[config.mk]
export PLATFORM = sky130hd
export DESIGN_NAME = snake_engine
export DESIGN_NICKNAME = d
export VERILOG_FILES = /design/src/rtl/snake_engine.sv
export SDC_FILE = /design/constraint.sdc
export NUM_CORES = 1
export LEC_CHECK = 0
export ABC_CLOCK_PERIOD_IN_PS = 10970
export BUFFER_PORTS_ARGS = -buffer_cell sky130_fd_sc_hd__buf_2
export CAP_MARGIN = 20
export CORE_MARGIN = 2
export CORE_UTILIZATION = 46
export CTS_BUF_LIST = sky130_fd_sc_hd__clkbuf_8
export CTS_CLUSTER_SIZE = 40
export DETAILED_ROUTE_END_ITERATION = 7
export GPL_ROUTABILITY_DRIVEN = 1
export GPL_TIMING_DRIVEN = 0
export PLACE_DENSITY = 0.72
export SLEW_MARGIN = 20
export SYNTH_ARGS = -nofsm -noshare
export SYNTH_HDL_FRONTEND = slang
export SYNTH_SLANG_ARGS = --single-unit
[constraint.sdc]
create_clock -name clk -period 10.97 [get_ports clk]
set_input_delay 0.5485 -clock clk [delete_from_list [all_inputs] [get_ports clk]]
set_output_delay 0.5485 -clock clk [all_outputs]
set_load 0.005 [all_outputs]
[src/rtl/snake_engine.sv]
// Snake body engine: owns body slots, length, heading and game state, and
// advances the snake one cell per step with wall (kill or wrap) and self-collision handling.
module snake_engine #(
  parameter int WIDTH    = 32,
  parameter int HEIGHT   = 24,
  parameter int MAX_LEN  = 16,
  parameter int INIT_LEN = 3,
  parameter int POS_W    = 10,
  parameter int LEN_W    = 5,
  parameter int WRAP     = 0
) (
  input  logic                     clk,
  input  logic                     rst,
  input  logic                     start,
  input  logic                     step,
  input  logic [1:0]               di,
  input  logic                     grow,
  output logic [MAX_LEN*POS_W-1:0] body_pos,
  output logic [LEN_W-1:0]         len,
  output logic                     alive,
  output logic                     dead,
  output logic                     moved,
  output logic [1:0]               cause
);

  localparam int COL_W = $clog2(WIDTH + 1);
  localparam int ROW_W = $clog2(HEIGHT + 1);
  localparam int R0    = HEIGHT / 2;
  localparam logic [POS_W-1:0] SENT = '1;

  localparam logic [1:0] DIR_LEFT  = 2'b00;
  localparam logic [1:0] DIR_RIGHT = 2'b01;
  localparam logic [1:0] DIR_UP    = 2'b10;
  localparam logic [1:0] DIR_DOWN  = 2'b11;

  typedef logic [MAX_LEN-1:0][POS_W-1:0] body_t;
  typedef enum logic [1:0] {IDLE, RUN, DEAD} state_t;

  state_t           state_reg, state_next;
  logic [1:0]       cause_reg, cause_next;
  body_t            body_reg, slot_next;
  logic [LEN_W-1:0] len_reg;
  logic [1:0]       dir_reg;
  logic             moved_reg;
  logic [COL_W-1:0] col_reg, col_next;
  logic [ROW_W-1:0] row_reg, row_next;

  logic             opposite, grow_eff, step_go, wall_hit, wall_kill;
  logic             self_hit, collide, move, load;
  logic [1:0]       dir_eff;
  logic [POS_W-1:0] head, head_next;
  logic [MAX_LEN-1:0] hit_vec;

  function automatic body_t init_body();
    body_t b;
    for (int k = 0; k < MAX_LEN; k++) begin
      b[k] = (k < INIT_LEN) ? POS_W'(R0 * WIDTH + INIT_LEN - 1 - k) : SENT;
    end
    return b;
  endfunction

  assign head     = body_reg[0];
  assign opposite = (di[1] == dir_reg[1]) && (di[0] != dir_reg[0]);
  assign dir_eff  = opposite ? dir_reg : di;
  assign grow_eff = grow && (len_reg < LEN_W'(MAX_LEN));
  assign step_go  = (state_reg == RUN) && step && !start;

  // Edge test uses the tracked col/row before any arithmetic touches the index.
  always_comb begin
    wall_hit  = 1'b0;
    head_next = head;
    col_next  = col_reg;
    row_next  = row_reg;
    case (dir_eff)
      DIR_LEFT: begin
        if (col_reg == '0) begin
          wall_hit  = 1'b1;
          head_next = head + POS_W'(WIDTH - 1);
          col_next  = COL_W'(WIDTH - 1);
        end else begin
          head_next = head - POS_W'(1);
          col_next  = col_reg - COL_W'(1);
        end
      end
      DIR_RIGHT: begin
        if (col_reg == COL_W'(WIDTH - 1)) begin
          wall_hit  = 1'b1;
          head_next = head - POS_W'(WIDTH - 1);
          col_next  = '0;
        end else begin
          head_next = head + POS_W'(1);
          col_next  = col_reg + COL_W'(1);
        end
      end
      DIR_UP: begin
        if (row_reg == '0) begin
          wall_hit  = 1'b1;
          head_next = head + POS_W'((HEIGHT - 1) * WIDTH);
          row_next  = ROW_W'(HEIGHT - 1);
        end else begin
          head_next = head - POS_W'(WIDTH);
          row_next  = row_reg - ROW_W'(1);
        end
      end
      default: begin
        if (row_reg == ROW_W'(HEIGHT - 1)) begin
          wall_hit  = 1'b1;
          head_next = head - POS_W'((HEIGHT - 1) * WIDTH);
          row_next  = '0;
        end else begin
          head_next = head + POS_W'(WIDTH);
          row_next  = row_reg + ROW_W'(1);
        end
      end
    endcase
  end

  assign wall_kill = wall_hit && (WRAP == 0);

  // The tail slot only counts as an obstacle when it stays put, i.e. on real growth.
  assign hit_vec[0]   = 1'b0;
  assign slot_next[0] = head_next;
  generate
    for (genvar gi = 1; gi < MAX_LEN; gi++) begin : g_slot
      logic in_body, is_tail, keep;
      assign in_body      = LEN_W'(gi) < len_reg;
      assign is_tail      = LEN_W'(gi) == (len_reg - LEN_W'(1));
      assign hit_vec[gi]  = (body_reg[gi] == head_next) && in_body && (!is_tail || grow_eff);
      assign keep         = in_body || ((LEN_W'(gi) == len_reg) && grow_eff);
      assign slot_next[gi] = keep ? body_reg[gi-1] : SENT;
    end
  endgenerate

  assign self_hit = |hit_vec;
  assign collide  = wall_kill || self_hit;
  assign move     = step_go && !collide;
  assign load     = start;

  always_ff @(posedge clk or posedge rst) begin
    if (rst) begin
      state_reg <= IDLE;
      cause_reg <= 2'b00;
    end else begin
      state_reg <= state_next;
      cause_reg <= cause_next;
    end
  end

  always_comb begin
    state_next = state_reg;
    cause_next = cause_reg;
    if (start) begin
      state_next = RUN;
      cause_next = 2'b00;
    end else if (step_go && collide) begin
      state_next = DEAD;
      cause_next = wall_kill ? 2'b01 : 2'b10;
    end
  end

  always_ff @(posedge clk or posedge rst) begin
    if (rst) begin
      body_reg  <= init_body();
      len_reg   <= LEN_W'(INIT_LEN);
      dir_reg   <= DIR_RIGHT;
      moved_reg <= 1'b0;
      col_reg   <= COL_W'(INIT_LEN - 1);
      row_reg   <= ROW_W'(R0);
    end else begin
      moved_reg <= move;
      if (load) begin
        body_reg <= init_body();
        len_reg  <= LEN_W'(INIT_LEN);
        dir_reg  <= DIR_RIGHT;
        col_reg  <= COL_W'(INIT_LEN - 1);
        row_reg  <= ROW_W'(R0);
      end else begin
        if (step_go) begin
          dir_reg <= dir_eff;
        end
        if (move) begin
          body_reg <= slot_next;
          col_reg  <= col_next;
          row_reg  <= row_next;
          if (grow_eff) begin
            len_reg <= len_reg + LEN_W'(1);
          end
        end
      end
    end
  end

  assign body_pos = body_reg;
  assign len      = len_reg;
  assign moved    = moved_reg;
  assign cause    = cause_reg;
  assign alive    = (state_reg == RUN);
  assign dead     = (state_reg == DEAD);

endmodule

# == Word-level counts from Yosys, hierarchy flattened ==
# Cells that the tools add are included.
# word_totals
ff_bits,183
input_bits,7
out_inout_bits,170
wordCells,267
# classes
add_sub_neg,14
order_cmp,16
n_eq_ne,54
mux,48
reduce_logical,112
# ops
operator,n
$mux 160,2
$mux 10,19
$eq 10x10->1,15
$eq 4x5->1 const A,16
$logic_and 1x1->1,51
$eq 3x5->1 const A,8
$lt 4x5->1 const A,8
$mux 5,7
$logic_or 1x1->1,31
$pmux 10 s3,1
$mux 6,4
$eq 2x5->1 const A,4
$lt 3x5->1 const A,4
$logic_not 1->1,17
$mux 2,8
$reduce_or 15->1,1
$pmux 6 s2,1
$add 10x1->10 const B,1
$add 10x10->10 const B,1
$add 10x5->10 const B,1
$add 10x6->10 const B,1
$add 5x1->5 const B,2
$eq 1x5->1 const A,2
$lt 2x5->1 const A,2
26 further kinds,37

# == Longest topological paths before layout ==
# depth
ltp_word,14
depth_mapped,25
mapped_depth_nobuf,17

# == Least setup slack after synthesis ==
# No wires, ideal clock.
# synth_path
kind,input to register
from,input di[1]
to,register col_reg[2]
setup_time_ns,0.128
t_arrival_ns,5.385
required_ns,10.842
slack_ns,5.457
stages,23
n_path_buf,9
cell_sequence,buf_4 > buf_6 > clkbuf_1 > buf_4 > buf_4 > nor2_1 > inv_1 > ha_1 > buf_2 > nand3_1 > o211ai_1 > nand3_1 > mux2_1 > a222oi_1 > buf_4 > buf_8 > xnor2_1 > nor3_1 > a2111oi_1 > nand4_2 > buf_4 > a2111oi_2 > mux2_1
# synth_via
elab_chain_cells,14
elab_cells_between_ends,63
cone_classes,eq/ne (18); mux (6); reduce/logical (39)
# synth_rtl
item,line_no,source
"start, declared",16,"input logic [1:0] di,"
$eq 1x1->1,63,assign opposite = (di[1] == dir_reg[1]) && (di[0] != dir_reg[0]);
$logic_and 1x1->1,63,
$mux 2 *,64,assign dir_eff = opposite ? dir_reg : di;
$eq 2x2->1 (tied with other cells),74,case (dir_eff)
$pmux 10 s3,74,
$eq 10x10->1,128,assign hit_vec[gi] = (body_reg[gi] == head_next) && in_body && (!is_tail || grow_eff);
$logic_and 1x1->1 (2 in a row),128,
$reduce_or 15->1,134,assign self_hit = |hit_vec;
$logic_or 1x1->1,135,assign collide = wall_kill || self_hit;
$logic_not 1->1,136,assign move = step_go && !collide;
$logic_and 1x1->1,136,
$reduce_bool 2->1 (no line),n/a,
$reduce_and 2->1 (no line),n/a,
"end signal, assigned",167,col_reg <= COL_W'(INIT_LEN - 1);
"end signal, assigned",175,col_reg <= COL_W'(INIT_LEN - 1);
"end signal, assigned",183,col_reg <= col_next;
"end, declared",45,"logic [COL_W-1:0] col_reg, col_next;"
# Every way passes the cells marked *; elsewhere a longest branch is shown, timed or not. The select of a mux whose other input is x is not followed.
# A chain may end at the register's enable or synchronous reset.

# == Worst setup path after layout ==
# layout_path
from,input di[1]
to,"register body_reg, in the netlist body_pos[39]"
# layout_via
elab_chain_cells,13
elab_cells_between_ends,58
cone_classes,eq/ne (18); mux (3); reduce/logical (37)
# layout_rtl
item,line_no,source
$eq 1x1->1,63,
$logic_and 1x1->1,63,
$mux 2 *,64,
$eq 2x2->1 (tied with other cells),74,
$pmux 10 s3,74,
$eq 10x10->1,128,
$logic_and 1x1->1 (2 in a row),128,
$reduce_or 15->1,134,
$logic_or 1x1->1 *,135,
$logic_not 1->1 *,136,
$logic_and 1x1->1 *,136,
$reduce_bool 2->1 (no line) *,n/a,
"end signal, assigned",163,body_reg <= init_body();
"end signal, assigned",172,body_reg <= init_body();
"end signal, assigned",182,body_reg <= slot_next;
"end, declared",41,"body_t body_reg, slot_next;"
# Every way passes the cells marked *; elsewhere a longest branch is shown, timed or not.

==> impl_metrics.json <==
{
  "status": "complete, but fails checks",
  "failed_checks": "DRC",
  "grt_util_met1": 0.500,
  "wire_per_inst_microns": 26.7,
  "synth_top_family_by_area": "compound AO/OA/AOI/OAI gates",
  "initial_utilization": 0.467,
  "hold_viol": 0,
  "fin_hold_ws_ps": 72.4,
  "worst_slew_pin_slew_ps": 1210,
  "synth_cells": 1438,
  "critical_path_class": "input port to register",
  "worstPathCellList": "buf_2, buf_4, buf_6, clkbuf_1, buf_4, buf_4, nor2_1, inv_1, ha_1, buf_2, nand3_1, o211ai_1, a21oi_1, nor3_4, buf_4, xnor2_1, xor2_1, nor3_1, a2111oi_1, nand4_2, buf_4, buf_8, nor4b_1, o21ai_1",
  "timing.final.crit_share": 0.697,
  "final_area_sq_um": 14800,
  "grt_pass1_wl_microns": 79500,
  "core_area_sq_um": 27800,
  "hpwl_microns": 39300,
  "synth_compound_area_frac": 0.242,
  "port_buffers": 176,
  "grt_max_degree": 97,
  "p_per_area_nw_per_um2": 135,
  "cts_buffers": 17,
  "critPathMaxFanout": 12,
  "endpoint_kind": "register",
  "nets": 1664,
  "grt_overflow": 0,
  "yosysUniqueCellTypes": 96,
  "synth_warnings": 0,
  "timing.fmax_mhz": 131,
  "slowest_stage": "a2111oi_1",
  "diodes": 0,
  "ys_seq_area_frac": 0.367,
  "post_cts_buffers": 0,
  "path_common_cell": "buf_4",
  "ant_nets": 0,
  "dpl_cell_area_sq_um": 14400,
  "slew_headroom": 0.186,
  "synth_fa_ha_area_frac": 0.0224,
  "preCtsSetupSlack_ps": 3080,
  "rows": 61,
  "cap_violations": 0,
  "die_h_microns": 172,
  "clock-root-buffer": "clkbuf_8",
  "synth_flop_cell": "dfstp_2",
  "maxSlewViolCount": 0,
  "htreeDepth": 4,
  "grt-busiest-layer": "met2",
  "die_x_microns": 172,
  "max-vdd-ir-drop_mv": 0.0681,
  "rsz0062_at_grt": "false",
  "setup_viol": 0,
  "fin_ws_ps": 3320,
  "netlist_area_sq_um": 13000,
  "use_met2": 0.552,
  "synth_seq_cells": 183,
  "finalSetupTns_ps": 0,
  "clockBufferDepth": 2,
  "synth-edff-count": 0,
  "drtIter0Drc": 1764,
  "fin_worst_skew_ps": 35.3,
  "holdBufCountCts": 0,
  "synthArstFlopShare": 1.00,
  "dr.pass1.iters": 8,
  "fin_crit_ps": 7650,
  "start_kind": "input port",
  "vias_per_cell": 6.74,
  "cts_sinks": 183,
  "track_usage": 0.363,
  "num_vias": 13700,
  "largest_register_ffs": 150,
  "worst_ep_arrival_time_ps": 8060,
  "crit_path_max_incr_delay_ps": 890,
  "drive_above_1_share": 0.271,
  "cts_tree": "built",
  "grt_pass1_vias": 12600,
  "gp_congestion": 1.03,
  "crit_required_ps": 11380,
  "cts_resized": 0,
  "p_leak_nw": 5.32,
  "die_area_sq_um": 29500,
  "fin_cells": 2026,
  "muxShareOfSynthArea": 0.0127,
  "n_fill_cell": 2678,
  "synth-xor-area-share": 0.106,
  "io_pins": 177,
  "synthSimpleGateAreaFrac": 0.177,
  "clk_pin_slew_ps": 130,
  "hold_class": "input port to async pin",
  "syn_nets": 1467,
  "clk-insertion-delay-late_ps": 520,
  "use_met3": 0.0696,
  "antenna_found_initial": 0,
  "avgSynthCellArea_sq_um": 9.02,
  "drcViolationCount": 2,
  "routed_wl_microns": 54200,
  "area_growth_pct": 14.0,
  "dp_cells": 1993
}
## stage by stage
step                utilization  total power [mW]
CTS                       0.532              1.96
global route              0.532              2.06
detailed placement        0.517              1.49
floorplan                     -              1.23
finish                    0.532              2.00
global placement          0.515              1.47
## synthesized netlist by cell type (8+ instances only)
cell type  number  area (sq um)
o211ai_1       18           135
xor2_1         44           385
nand3_1        26           130
xnor3_1        15           338
o21ai_1       139           696
a21oi_1       197           986
nor3_1         30           150
nor4b_1        25           219
a21boi_0        8          60.1
nand2_1        56           210
a211oi_1       18           135
mux2i_1         8          80.1
o21ai_0        25           125
buf_2          16          80.1
or4_1          10          75.1
nor2b_1         9          56.3
xnor2_1        73           639
nor2_1         39           146
o21bai_1        8          60.1
buf_4          22           165
nand4_1        14          87.6
nor4_1        126           788
ha_1           20           250
a31oi_1        14          87.6
a311oi_1       16           140
dfstp_2       144          3780
dfrtp_1        39           976
buf_6          17           191
clkbuf_1       82           308
inv_1          30           113
## worst max-delay path, delay by kind of cell
| kind | cells | cell delay, ps |
|---|---|---|
| xor gates and xnor gates | 2 | 470 |
| adders and majority gates | 1 | 360 |
| AOI/OAI and AO/OA | 4 | 1720 |
| and+or+nand+nor | 6 | 2270 |
| buffers and inverters | 11 | 2650 |
## where the power goes
part | internal [mW] | switching (mW) | total (mW)
Combinational | 0.254 | 0.518 | 0.772
Sequential | 0.701 | 0.0355 | 0.737
Clock | 0.189 | 0.298 | 0.486
Total | 1.14 | 0.851 | 2.00
## per-layer routing
layer / share of wire / up-vias
met3: 0.11 / 184
met4: 0.052 / 0
li1: - / 5829
met1: 0.40 / 6653
met2: 0.44 / 993
met5: 0 / -
## path summary, 6_finish.rpt
kind / from / to / slack [ps] / cells past startpoint
max in group asynchronous: rst / body_pos[60] / 9960 / 3
min in group clk: start / col_reg[3] / 520 / 3
min reg2reg: state_reg[1] / state_reg[1] / 530 / 2
min: rst / head[0] / 70 / 2
max: di[1] / body_pos[39] / 3320 / 24
max reg2reg: dir_reg[0] / body_pos[39] / 3850 / 19
## layout make-up
| type | count | area (sq um) | share of cell area |
|---|---|---|---|
| buffer | 144 | 805 | 0.0545 |
| inverter | 34 | 135 | 0.00915 |
| clock inverter | 15 | 160 | 0.0108 |
| clock buffer | 17 | 234 | 0.0158 |
| sequential | 183 | 4760 | 0.322 |
| tap | 378 | 473 | 0.0320 |
| timing repair buffer | 178 | 916 | 0.0620 |
| multi-input combinational | 1077 | 7290 | 0.494 |
## cells in the final DEF (no fill, tap or decap), drive strengths merged, types with 18 or more instances in the layout
| cell | instances |
|---|---|
| nor2 | 41 |
| inv | 38 |
| o211ai | 19 |
| nand2 | 58 |
| a211oi | 18 |
| buf | 238 |
| xnor2 | 73 |
| xor2 | 45 |
| o21ai | 164 |
| nor4 | 132 |
| nor4b | 25 |
| clkbuf | 99 |
| nor3 | 32 |
| ha | 20 |
| dfrtp | 39 |
| dfstp | 144 |
| nand3 | 26 |
| a21oi | 198 |
## logic make-up (layout without fill, tap and decap cells)
| group | Yosys count | after routing |
|---|---|---|
| buf+inv | 178 | 388 |
| mux | 15 | 15 |
| simple gates | 386 | 386 |
| fa+ha+maj | 22 | 22 |
| flops | 183 | 183 |
| xor+xnor | 133 | 133 |
| compound gates | 521 | 521 |
(Power assumes the default switching activity.)
